### config.mk
export PLATFORM = sky130hd
export DESIGN_NAME = gpnae_loader
export DESIGN_NICKNAME = d
export VERILOG_FILES = /design/src/rtl/gpnae_loader.sv
export SDC_FILE = /design/constraint.sdc
export NUM_CORES = 1
export LEC_CHECK = 0
export CAP_MARGIN = 20
export CELL_PAD_IN_SITES_DETAIL_PLACEMENT = 2
export CELL_PAD_IN_SITES_GLOBAL_PLACEMENT = 2
export CORE_UTILIZATION = 34
export DETAILED_ROUTE_END_ITERATION = 8
export GPL_TIMING_DRIVEN = 0
export PLACE_DENSITY = 0.87
export SYNTH_ARGS = -nofsm -noshare
export SYNTH_HDL_FRONTEND = slang
export SYNTH_SLANG_ARGS = --single-unit
### constraint.sdc
create_clock -name clk_i -period 3.8 [get_ports clk_i]
set_input_delay 1.14 -clock clk_i [delete_from_list [all_inputs] [get_ports clk_i]]
set_output_delay 1.14 -clock clk_i [all_outputs]
set_load 0.02 [all_outputs]
### src/rtl/gpnae_loader.sv
// gpnae_loader: stream-to-gpnae burst loader.
// Takes a burst of samples over valid/ready and writes them one word at a
// time into gpnae. It then raises last_o with the term count and waits for
// one done_i per written word before taking the next burst.
// Optional watchdog: define GPNAE_LOADER_TIMEOUT_EN to add the timeout_o port
// and abort bursts that stall in WAIT or RUN for TIMEOUT_CYCLES cycles.
module gpnae_loader #(
   parameter int unsigned DATA_WIDTH     = 32,
   parameter int unsigned ADDR_LINES     = 5,
   parameter int unsigned CONTROL_WIDTH  = 2,
   parameter int unsigned TIMEOUT_CYCLES = 4096
) (
   input  logic                     clk_i,
   input  logic                     rstn_i,
   input  logic [DATA_WIDTH-1:0]    s_data_i,
   input  logic                     s_valid_i,
   input  logic                     s_last_i,
   output logic                     s_ready_o,
   input  logic [CONTROL_WIDTH-1:0] cfg_mode_i,
   output logic [DATA_WIDTH-1:0]    signal_o,
   output logic                     wr_en_o,
   output logic                     last_o,
   output logic [ADDR_LINES-1:0]    terms_o,
   output logic [CONTROL_WIDTH-1:0] control_word_o,
   input  logic                     idle_i,
   input  logic                     full_i,
   input  logic                     done_i,
   output logic                     burst_done_o,
   output logic                     err_o
`ifdef GPNAE_LOADER_TIMEOUT_EN
   ,
   output logic                     timeout_o
`endif
);

   typedef enum logic [2:0] {
      ST_IDLE,
      ST_FETCH,
      ST_WAIT,
      ST_WRITE,
      ST_GAP,
      ST_LAST,
      ST_RUN
   } state_t;

   state_t                  state;
   logic [DATA_WIDTH-1:0]   hold_data;
   logic                    hold_last;
   logic [ADDR_LINES-1:0]   word_cnt;
   logic [ADDR_LINES-1:0]   res_cnt;
   logic [ADDR_LINES-1:0]   res_next;
   logic                    accept;
   logic                    word_max;
   logic                    results_all;

`ifdef GPNAE_LOADER_TIMEOUT_EN
   localparam int unsigned TMO_W = $clog2(TIMEOUT_CYCLES + 1);
   logic [TMO_W-1:0] tmo_cnt;
   logic             tmo_hit;
`endif

   // Handshake, result-count lookahead and burst-limit decode.
   always_comb begin
      accept      = s_ready_o && s_valid_i;
      res_next    = res_cnt + ADDR_LINES'(done_i);
      word_max    = (word_cnt == '1);
      // Results may already all be in on RUN entry, or complete this cycle.
      results_all = (res_cnt == word_cnt) || (res_next == word_cnt);
   end

`ifdef GPNAE_LOADER_TIMEOUT_EN
   // Watchdog: counts cycles spent in WAIT or RUN, cleared in every other
   // state so each entry into WAIT/RUN starts from zero.
   always_ff @(posedge clk_i or negedge rstn_i) begin
      if (!rstn_i) begin
         tmo_cnt <= '0;
      end else if (state == ST_WAIT || state == ST_RUN) begin
         tmo_cnt <= tmo_cnt + TMO_W'(1);
      end else begin
         tmo_cnt <= '0;
      end
   end

   // Timeout decode; fires on the TIMEOUT_CYCLES-th cycle in the state.
   always_comb begin
      tmo_hit = (tmo_cnt == TMO_W'(TIMEOUT_CYCLES - 1));
   end
`endif

   // Loader FSM; every output is a register updated by the current state.
   always_ff @(posedge clk_i or negedge rstn_i) begin
      if (!rstn_i) begin
         state          <= ST_IDLE;
         hold_data      <= '0;
         hold_last      <= 1'b0;
         word_cnt       <= '0;
         res_cnt        <= '0;
         s_ready_o      <= 1'b0;
         signal_o       <= '0;
         wr_en_o        <= 1'b0;
         last_o         <= 1'b0;
         terms_o        <= '0;
         control_word_o <= '0;
         burst_done_o   <= 1'b0;
         err_o          <= 1'b0;
`ifdef GPNAE_LOADER_TIMEOUT_EN
         timeout_o      <= 1'b0;
`endif
      end else begin
         wr_en_o      <= 1'b0;
         burst_done_o <= 1'b0;

         // Results are tallied everywhere except IDLE so early done_i pulses
         // (including one on the LAST->RUN edge) are never lost.
         if (state != ST_IDLE) begin
            res_cnt <= res_next;
         end

         case (state)
            ST_IDLE: begin
               s_ready_o <= (cfg_mode_i != '0);
               if (accept) begin
                  hold_data      <= s_data_i;
                  hold_last      <= s_last_i;
                  control_word_o <= cfg_mode_i;
                  word_cnt       <= '0;
                  res_cnt        <= '0;
                  s_ready_o      <= 1'b0;
                  state          <= ST_WAIT;
               end
            end

            ST_FETCH: begin
               if (accept) begin
                  hold_data <= s_data_i;
                  hold_last <= s_last_i;
                  s_ready_o <= 1'b0;
                  state     <= ST_WAIT;
               end
            end

            ST_WAIT: begin
               if (idle_i && !full_i) begin
                  state <= ST_WRITE;
`ifdef GPNAE_LOADER_TIMEOUT_EN
               end else if (tmo_hit) begin
                  timeout_o      <= 1'b1;
                  last_o         <= 1'b0;
                  control_word_o <= '0;
                  state          <= ST_IDLE;
`endif
               end
            end

            ST_WRITE: begin
               wr_en_o  <= 1'b1;
               signal_o <= hold_data;
               word_cnt <= word_cnt + ADDR_LINES'(1);
               state    <= ST_GAP;
            end

            ST_GAP: begin
               if (hold_last || word_max) begin
                  if (!hold_last) begin
                     err_o <= 1'b1;
                  end
                  state <= ST_LAST;
               end else begin
                  s_ready_o <= 1'b1;
                  state     <= ST_FETCH;
               end
            end

            ST_LAST: begin
               terms_o <= word_cnt;
               last_o  <= 1'b1;
               state   <= ST_RUN;
            end

            ST_RUN: begin
               if (results_all) begin
                  burst_done_o   <= 1'b1;
                  last_o         <= 1'b0;
                  control_word_o <= '0;
                  state          <= ST_IDLE;
`ifdef GPNAE_LOADER_TIMEOUT_EN
               end else if (tmo_hit) begin
                  timeout_o      <= 1'b1;
                  last_o         <= 1'b0;
                  control_word_o <= '0;
                  state          <= ST_IDLE;
`endif
               end
            end

            default: begin
               s_ready_o <= 1'b0;
               last_o    <= 1'b0;
               state     <= ST_IDLE;
            end
         endcase
      end
   end

endmodule

==> out/qor.yml <==
global_routing:
  grt.overflow.total: 0
  track_usage_pct: 19.9
  grt_max_degree: 53
  grt_pass1_wl_mm: 17.4
  grt_pass1_vias: 3348
  antenna_found_initial: 0
detailed_routing:
  routedWlPerCell_um: 18.2
  drtAntennaViolNets: 0
  drtPass1Iterations: 4
  drc_errors: 0
  routed_wl_mm: 10.7
  vias: 2908
  vias_per_cell: 4.96
  drt_iter0_markers: 94
clock_network:
  cts_buffers: 9
  htree_levels: 3
  clock-sinks: 90
  clock_latency_ns: 0.36
  clock-root-buffer: "clkbuf_8"
  clk_path_buf_depth: 2
  cts_tree: "yes"
  post_cts_buffers: 0
  post_cts_resized: 0
  cts.clk_slew.worst_paths_ns: 0.08
  postCtsHoldBufs: 0
floorplanning:
  die_area_um2: 11700
  initial_core_util_pct: 35.2
  fp.coreArea_um2: 10900
  die_x_um: 108
  rows: 38
  dieHeight_um: 108
  ioPinCount: 85
synth:
  synth_area_leaders: "dfrtp_1 59%, nand2_1 11%, mux2_2 11%"
  yosysUniqueCellTypes: 43
  synthTopCellsByCount: "113 x nand2_1, 90 x dfrtp_1, 37 x mux2_2"
  post-synth-top-count-cell: "nand2_1"
  synth_edf_count: 0
  yosys.area.top_type: "dfrtp_1"
  ys.flop_type: "dfrtp_1"
  yosys_warnings: 0
  async_flop_share_pct: 100
  synth-seq-cells: 90
  synth_top_area_share_pct: 58.8
  synth-seq-area-share_pct: 58.8
  synth_area_um2: 3830
  syn_avg_cell_area_um2: 11.1
  synth_nets: 391
  synthCells: 346
placed_design:
  hpwl_mm: 7.87
  place_congestion: 0.786
  io_buffers: 84
  place_area_um2: 4870
  dp_slack_ns: 0.695
sta:
  slew_violations: 0
  fmax_mhz: 373
  final.setup.tns_ns: 0
  fin_crit_sh_pct: 70.6
  finalHoldViolations: 0
  final.min_clock_period_ns: 2.68
  rsz0062_at_grt: "no"
  max-slew-margin-rel_pct: 63.6
  final.setup_skew_ns: 0.0106
  setup_violations: 0
  worst_pin_slew_ns: 0.546
  fin_ws_ns: 1.12
worst_setup_path:
  crit_type: "primary input to flop"
  worst_ep_required_time_ns: 4.05
  worst-path-max-fanout: 6
  worst_setup_path_end_kind: "flop"
  cp-start-kind: "primary input"
  worstPathArrival_ns: 2.93
power:
  pwr_density_cell_nw_per_um2: 783
  switching_share_pct: 38.2
  clkPwrFrac_pct: 16.2
  power_frac_comb_pct: 42.4
  p_leak_nw: 2.39
  seqPwrFrac_pct: 41.4
  max-vdd-ir-drop_v: 0.000338
  internal_power_mw: 2.45
  switching_power_mw: 1.51
layout:
  layout.nets: 487
  final_core_util_pct: 46.4
  syn2layout_area_growth_pct: 32.0
  regArea_um2: 2250
  diodes: 0
  nFillCells: 1104
  final_cell_area_um2: 5050
  multiInputGateArea_um2: 1450
  drive_gt1_share_pct: 17.7
worst_hold_path:
  hold_class: "flop to flop"
outcome:
  outcome: "complete, no violations"
flow_run:
  max_cap_viol_count: 0
## sequential cells by signal, summed over array words and instances, names as in the netlist
register        count
err_o               1
terms_o             5
state               3
control_word_o      2
burst_done_o        1
hold_last           1
last_o              1
hold_data          32
res_cnt             5
s_ready_o           1
word_cnt            5
signal_o           32
wr_en_o             1
## area by class of cell
cell class,instances,share of cell area (%)
multi-input cells,235,28.8
flip-flops and latches,90,44.6
clock inverters,5,1.11
repair buffers,85,17.1
well taps,140,3.47
clock buffers,10,2.52
inverters,3,0.223
plain buffers,18,2.23
## per-stage QoR
step | hold slack (ns) | instances | power (mW)
2_1_floorplan | 0.432 | 346 | 2.60
3_3_place_gp | 0.440 | 570 | 3.20
3_5_place_dp | 0.458 | 571 | 3.36
4_1_cts | 0.478 | 586 | 4.03
5_1_grt | 0.510 | 586 | 4.24
6_report | 0.472 | 586 | 3.96
## cell usage in the layout (no fill, tap or decap), drive strengths merged
master / instances
a21o: 2
a21oi: 6
a221o: 1
a22oi: 1
a31o: 1
a31oi: 2
and2: 2
and3: 4
buf: 18
bufinv: 1
clkbuf: 12
clkdlybuf4s50: 83
clkinv: 3
clkinvlp: 1
dfrtp: 90
ha: 4
inv: 3
mux2: 38
mux2i: 1
nand2: 113
nand2b: 2
nand3: 5
nand3b: 3
nor2: 9
nor2b: 1
nor3: 5
nor3b: 2
o2111a: 1
o21ai: 12
o21ba: 2
o311a: 1
o31ai: 5
o41ai: 1
or3: 1
xnor2: 4
xor2: 6
## worst paths after layout
kind                       cells past startpoint  slack, ns                 startpoint                            end
max                                            7       1.12                     done_i  control_word_o[0]$_DFFE_PN0P_
min                                            2       0.47  hold_data[26]$_DFFE_PN0P_       signal_o[26]$_DFFE_PN0P_
max reg2reg                                    6       1.90       res_cnt[0]$_DFF_PN0_  control_word_o[0]$_DFFE_PN0P_
min reg2reg                                    2       0.47  hold_data[26]$_DFFE_PN0P_       signal_o[26]$_DFFE_PN0P_
max in group asynchronous                      2       2.40                     rstn_i           res_cnt[2]$_DFF_PN0_
min in group asynchronous                      1       0.74                     rstn_i        signal_o[8]$_DFFE_PN0P_
## worst max-delay path, stage by stage
cell	delay (ns)
clkdlybuf4s50_1	0.46
ha_1	0.17
ha_1	0.28
xnor2_1	0.15
a22oi_1	0.10
o2111a_2	0.33
o31ai_1	0.31
## kinds of logic (layout without fill, tap and decap cells)
logic type | count (synthesis) | after routing | share of synthesized area (%)
AND/OR/NAND/NOR | 147 | 147 | 16.6
AO/OA/AOI/OAI | 35 | 35 | 6.37
multiplexers | 39 | 39 | 11.4
XOR/XNOR | 10 | 10 | 2.29
buffers and inverters | 21 | 121 | 3.23
adder cells (fa/ha/maj) | 4 | 4 | 1.31
flip-flops | 90 | 90 | 58.8
## layer usage
layer	up-vias	track usage, %	share of wire [%]
li1	1345	-	-
met1	1484	23.6	42
met2	67	34.7	51
met3	12	5.79	5.9
met4	0	6.16	1.2
met5	-	0	0
## power groups by stage
stage          Sequential [mW]  Clock [mW]  Combinational, mW
2_1_floorplan             1.79           0              0.805
3_3_place_gp              1.61           0               1.58
3_5_place_dp              1.67           0               1.70
4_1_cts                   1.65       0.667               1.71
5_1_grt                   1.69       0.701               1.84
6_report                  1.64       0.641               1.68
(Power assumes the default switching activity.)
